File: config.mk
export PLATFORM = sky130hd
export DESIGN_NAME = interrupt_controller_flat
export DESIGN_NICKNAME = d
export VERILOG_FILES = /design/src/rtl/interrupt_controller_if.sv /design/src/rtl/interrupt_controller.sv /design/src/flat_wrapper.sv
export SDC_FILE = /design/constraint.sdc
export NUM_CORES = 1
export LEC_CHECK = 0
export CAP_MARGIN = 20
export CORE_MARGIN = 2
export CORE_UTILIZATION = 54
export DETAILED_ROUTE_END_ITERATION = 10
export GPL_ROUTABILITY_DRIVEN = 0
export PLACE_DENSITY = 0.91
export SLEW_MARGIN = 20
export SYNTH_ARGS = -nofsm -noshare
export SYNTH_HDL_FRONTEND = slang
export SYNTH_SLANG_ARGS = --single-unit
File: constraint.sdc
create_clock -name clk -period 2.8 [get_ports clk]
set_input_delay 0.42 -clock clk [delete_from_list [all_inputs] [get_ports clk]]
set_output_delay 0.42 -clock clk [all_outputs]
set_load 0.02 [all_outputs]
File: src/rtl/interrupt_controller_if.sv
// ============================================================================
// Module   : interrupt_controller_if
// Brief    : Configuration register bus between a bus master and the
//            interrupt controller.
// Revision : 1.0
// ============================================================================
`default_nettype none

interface interrupt_controller_if;
    logic       cfg_we;
    logic [1:0] cfg_addr;
    logic [7:0] cfg_wdata;
    logic [7:0] cfg_rdata;

    modport master (
        output cfg_we,
        output cfg_addr,
        output cfg_wdata,
        input  cfg_rdata
    );

    modport slave (
        input  cfg_we,
        input  cfg_addr,
        input  cfg_wdata,
        output cfg_rdata
    );
endinterface

`default_nettype wire

File: src/rtl/interrupt_controller.sv
// ============================================================================
// Module   : interrupt_controller
// Brief    : Single-level, non-nesting, fixed-priority interrupt controller
//            with edge-detected pending bits, mask and global enable.
// Revision : 1.0
// ============================================================================
`default_nettype none

module interrupt_controller #(
    parameter int NUM_IRQ = 8
) (
    input  wire               clk,
    input  wire               reset,
    input  wire [NUM_IRQ-1:0] irq_req,
    input  wire               instr_step,
    input  wire               ret_i,
    interrupt_controller_if.slave cfg,
    output logic              int_mux,
    output logic              in_service,
    output logic [2:0]        int_id
);

    localparam logic [7:0] c_VALID = 8'((16'd1 << NUM_IRQ) - 16'd1);

    localparam logic [1:0] c_ADDR_MASK = 2'd0;
    localparam logic [1:0] c_ADDR_PEND = 2'd1;
    localparam logic [1:0] c_ADDR_CTRL = 2'd2;
    localparam logic [1:0] c_ADDR_ID   = 2'd3;

    typedef enum logic [1:0] {
        S_IDLE    = 2'd0,
        S_VECTOR  = 2'd1,
        S_SERVICE = 2'd2
    } state_t;

    state_t     r_state;
    logic [7:0] r_samp;
    logic [7:0] r_samp_d;
    logic [7:0] r_pend;
    logic [7:0] r_mask;
    logic       r_gie;
    logic       r_int_mux;
    logic       r_in_service;
    logic [2:0] r_int_id;

    logic [7:0] w_irq8;
    logic [7:0] w_edge;
    logic [7:0] w_cand;
    logic [7:0] w_ack;
    logic [7:0] w_w1c;
    logic [7:0] w_pend_nxt;
    logic [2:0] w_first_id;
    logic       w_wr_mask;
    logic       w_wr_pend;
    logic       w_wr_ctrl;
    logic [7:0] w_rdata;

    // Widen the request vector to the 8-bit register width; unused lanes tie low.
    generate
        for (genvar gi = 0; gi < 8; gi++) begin : g_irq
            if (gi < NUM_IRQ) begin : g_used
                assign w_irq8[gi] = irq_req[gi];
            end else begin : g_unused
                assign w_irq8[gi] = 1'b0;
            end
        end
    endgenerate

    assign w_wr_mask  = cfg.cfg_we && (cfg.cfg_addr == c_ADDR_MASK);
    assign w_wr_pend  = cfg.cfg_we && (cfg.cfg_addr == c_ADDR_PEND);
    assign w_wr_ctrl  = cfg.cfg_we && (cfg.cfg_addr == c_ADDR_CTRL);

    assign w_edge     = r_samp & ~r_samp_d;
    assign w_cand     = r_pend & r_mask;
    assign w_ack      = ((r_state == S_VECTOR) && instr_step) ? (8'd1 << r_int_id) : 8'd0;
    assign w_w1c      = w_wr_pend ? cfg.cfg_wdata : 8'd0;
    // A fresh edge overrides any clear landing on the same bit.
    assign w_pend_nxt = ((r_pend & ~w_w1c & ~w_ack) | w_edge) & c_VALID;

    always_comb begin
        w_first_id = 3'd0;
        for (int i = 7; i >= 0; i--) begin
            if (w_cand[i]) begin
                w_first_id = 3'(i);
            end
        end
    end

    always_ff @(posedge clk or posedge reset) begin
        if (reset) begin
            r_samp   <= 8'd0;
            r_samp_d <= 8'd0;
            r_pend   <= 8'd0;
            r_mask   <= 8'd0;
        end else begin
            r_samp   <= w_irq8;
            r_samp_d <= r_samp;
            r_pend   <= w_pend_nxt;
            if (w_wr_mask) begin
                r_mask <= cfg.cfg_wdata & c_VALID;
            end
        end
    end

    // Hardware GIE updates (vector entry, return) take precedence over a
    // simultaneous software write to CTRL.
    always_ff @(posedge clk or posedge reset) begin
        if (reset) begin
            r_state      <= S_IDLE;
            r_gie        <= 1'b0;
            r_int_mux    <= 1'b0;
            r_in_service <= 1'b0;
            r_int_id     <= 3'd0;
        end else begin
            if (w_wr_ctrl) begin
                r_gie <= cfg.cfg_wdata[0];
            end
            case (r_state)
                S_IDLE: begin
                    if (r_gie && (w_cand != 8'd0)) begin
                        r_state   <= S_VECTOR;
                        r_int_mux <= 1'b1;
                        r_int_id  <= w_first_id;
                        r_gie     <= 1'b0;
                    end
                end
                S_VECTOR: begin
                    if (instr_step) begin
                        r_state      <= S_SERVICE;
                        r_int_mux    <= 1'b0;
                        r_in_service <= 1'b1;
                    end
                end
                S_SERVICE: begin
                    if (ret_i) begin
                        r_state      <= S_IDLE;
                        r_in_service <= 1'b0;
                        r_gie        <= 1'b1;
                    end
                end
                default: begin
                    r_state      <= S_IDLE;
                    r_int_mux    <= 1'b0;
                    r_in_service <= 1'b0;
                end
            endcase
        end
    end

    always_comb begin
        w_rdata = 8'd0;
        case (cfg.cfg_addr)
            c_ADDR_MASK: w_rdata = r_mask;
            c_ADDR_PEND: w_rdata = r_pend;
            c_ADDR_CTRL: w_rdata = {6'd0, r_in_service, r_gie};
            c_ADDR_ID:   w_rdata = {5'd0, r_int_id};
            default:     w_rdata = 8'd0;
        endcase
    end

    assign cfg.cfg_rdata = w_rdata;
    assign int_mux       = r_int_mux;
    assign in_service    = r_in_service;
    assign int_id        = r_int_id;

endmodule

`default_nettype wire
File: src/flat_wrapper.sv
// flat-port wrapper written by rule: the top's interface ports become plain ports
module interrupt_controller_flat 
#(
    parameter int NUM_IRQ = 8
)
  (clk, reset, irq_req, instr_step, ret_i, int_mux, in_service, int_id, cfg_cfg_we, cfg_cfg_addr, cfg_cfg_wdata, cfg_cfg_rdata);
  interrupt_controller_if cfg_i ();
  input  wire clk;
  input  wire reset;
  input  wire [NUM_IRQ-1:0] irq_req;
  input  wire instr_step;
  input  wire ret_i;
  output logic int_mux;
  output logic in_service;
  output logic [2:0] int_id;
  input wire logic [$bits(cfg_i.cfg_we)-1:0] cfg_cfg_we;
  input wire logic [$bits(cfg_i.cfg_addr)-1:0] cfg_cfg_addr;
  input wire logic [$bits(cfg_i.cfg_wdata)-1:0] cfg_cfg_wdata;
  output wire logic [$bits(cfg_i.cfg_rdata)-1:0] cfg_cfg_rdata;
  assign cfg_i.cfg_we = cfg_cfg_we;
  assign cfg_i.cfg_addr = cfg_cfg_addr;
  assign cfg_i.cfg_wdata = cfg_cfg_wdata;
  assign cfg_cfg_rdata = cfg_i.cfg_rdata;
  interrupt_controller #(.NUM_IRQ(NUM_IRQ)) u_core (.clk(clk), .reset(reset), .irq_req(irq_req), .instr_step(instr_step), .ret_i(ret_i), .cfg(cfg_i), .int_mux(int_mux), .in_service(in_service), .int_id(int_id));
endmodule
==> results of run 1 <==
==> state kept, by name (all words and copies together), names as in the netlist <==
register / count
u_core.r_state: 2
u_core.int_mux: 1
u_core.r_samp: 8
u_core.r_mask: 8
u_core.int_id: 3
u_core.r_pend: 8
u_core.r_samp_d: 8
u_core.in_service: 1
u_core.r_gie: 1
==> power groups by stage <==
stage	sequential (uW)	clock [uW]	combinational [uW]
finish	832	314	537
global route	852	345	590
CTS	828	323	538
detailed placement	841	0	535
global placement	827	0	515
floorplan	812	0	331
==> cell usage after synthesis, types with 2 or more instances <==
master	count	area, um2
a21oi_1	2	10.0
a22oi_1	4	30.0
a32o_1	2	20.0
and2_1	2	12.5
buf_6	3	33.8
dfrtp_1	40	1000
inv_1	10	37.5
mux2_2	9	101
mux2i_1	6	60.1
mux4_1	2	52.6
nand2_1	17	63.8
nand2b_1	5	31.3
nand3_1	2	10.0
nand3b_1	2	15.0
nor2_1	7	26.3
o211ai_1	6	45.0
o21ai_0	16	80.1
o31ai_1	2	15.0
==> layer usage <==
layer	routed length, um	GRT usage [%]
met1	1550	29.6
met2	1970	40.3
met3	286	6.72
met4	62	10.9
met5	0	0
==> through the flow <==
stage	total power, uW	utilization [%]	setup WS [ps]
floorplan	1140	-	1180
global placement	1340	70.1	267
detailed placement	1380	70.1	238
CTS	1690	72.2	233
global route	1790	72.2	161
finish	1680	72.2	239
==> final timing paths <==
kind | from | endpoint | slack [ps] | cells after the start
setup / recovery | cfg_cfg_addr[1] | cfg_cfg_rdata[0] | 240 | 3
hold / removal | u_core.r_samp[1] | u_core.r_samp_d[1] | 390 | 0
setup reg to reg | u_core.r_state[1] | u_core.r_pend[0] | 1240 | 4
hold reg to reg | u_core.r_samp[1] | u_core.r_samp_d[1] | 390 | 0
max in group asynchronous | reset | u_core.r_samp[6] | 1950 | 3
min in group asynchronous | reset | u_core.int_mux | 480 | 3
==> cell families after synthesis <==
| kind of cell | synth area share, % |
|---|---|
| DFF | 56.5 |
| and+or+nand+nor | 11.8 |
| AOI/OAI and AO/OA | 15.1 |
| buffers and inverters | 4.52 |
| muxes | 12.1 |
==> worst max-delay path: stages <==
cell	delay [ps]
clkdlybuf4s50_1	600
mux4_1	570
clkdlybuf4s50_1	550
==> layout make-up <==
cell class                      instances  area, um2  share of cell area [%]
Multi-Input combinational cell         97        691                    31.1
Clock buffer                            7       65.1                    2.93
Tap cell                               44       55.1                    2.48
Inverter                               10       37.5                    1.69
Timing Repair Buffer                   38        373                    16.8
Sequential cell                        40       1000                    45.0
==> impl_metrics.yaml, run 1 <==
status:
  outcome: "finished clean"
routing:
  vias: 1355
  wl_um: 3870
  post_drt_wl_per_cell_um: 16.4
  dr.first_iter.drc_count: 47
  drc: 0
  firstDrtPassIters: 4
  ant_nets: 0
  viasPerCell: 5.74
timing:
  fmax_mhz: 390
  setup-violations-final: 0
  skew_ps: 9.75
  tightest_slew_ps: 536
  slew_violations: 0
  hold_viol: 0
  slew_headroom_pct: 64.2
  fin_crit_ps: 2560
  rsz0062_at_grt: "false"
  fin_setup_tns_ps: 0
  whs_ps: 385
  timing.final.crit_share_pct: 91.5
global_route:
  grt_max_degree: 41
  antenna_found_initial: 0
  overflow: 0
  track_usage_pct: 24.3
  grt_pass1_vias: 1434
  grt_pass1_wl_um: 6450
clock_network:
  cts_buffers: 5
  cts_buffer_depth: 2
  ctsHtreeMaxLevel: 2
  tritoncts: "yes"
  cts_hold_buf: 0
  clkTransAtPathRegs_ps: 100
  clock_latency_ps: 350
  root_buffer: "clkbuf_4"
  post_cts_resized: 0
  cts_setup_buffers: 0
  cts_num_sinks: 40
placement:
  hpwl_um: 2800
  place_area_mm2: 0.00216
  port_buffers: 35
  dp_cells: 229
pwr:
  switching_power_uw: 580
  switching_share_pct: 34.5
  total_leakage_power_uw: 0.000937
  ir_drop_mv: 0.462
  p_comb_share_pct: 31.9
  power_frac_seq_pct: 49.4
  p_int_uw: 1100
  clockPowerShare_pct: 18.6
  pwr_density_cell_mw_per_mm2: 757
synthesis:
  synth_cells: 152
  async_reset_ff_share_pct: 100
  synth_warnings: 0
  netlist_area_mm2: 0.00177
  syn_nets: 175
  synth_seq_cells: 40
  syn_avg_cell_area_um2: 11.7
  ys_seq_area_share_pct: 56.5
  synth_edf_count: 0
  yosys.cell_types.count: 33
  dominantRegCellSynth: "dfrtp_1"
die:
  num_rows: 20
  fp.dieArea_mm2: 0.00376
  core_area_mm2: 0.00308
  die_w_um: 61.3
  die_y_um: 61.3
  start_util_pct: 57.6
  io_pins: 36
layout:
  postLayoutCellArea_mm2: 0.00222
  antenna_cells: 0
  final_cells: 236
  nNetsFinal: 215
  final_cell_mix: "dfrtp_1 (40), clkdlybuf4s50_1 (35), nand2_1 (17), o21ai_0 (16), inv_1 (10)"
  final_common_cell: "dfrtp_1"
  drive_gt1_share_pct: 11.5
  area_delta_synth_final_pct: 25.4
  num-fill-cells: 223
worst_setup_path:
  cp-start-kind: "primary input"
  crit_fanout: 6
  endpoint_kind: "output port"
  cp.required_ps: 2380
  crit_type: "primary input to output port"
  critical_path_arrival_ps: 2140
job:
  maxCapViolCount: 0
min_path:
  min_path_type: "register to register"
No activity file was read; power rests on OpenSTA's default activity.
==> inputs of run 2 (changes only) <==
Settings changed: CTS_CLUSTER_DIAMETER set to 150, SKIP_CTS_REPAIR_TIMING set to 1.
==> results of run 2 <==
No change in the layout: final DEF, timing and power equal those of run 1.
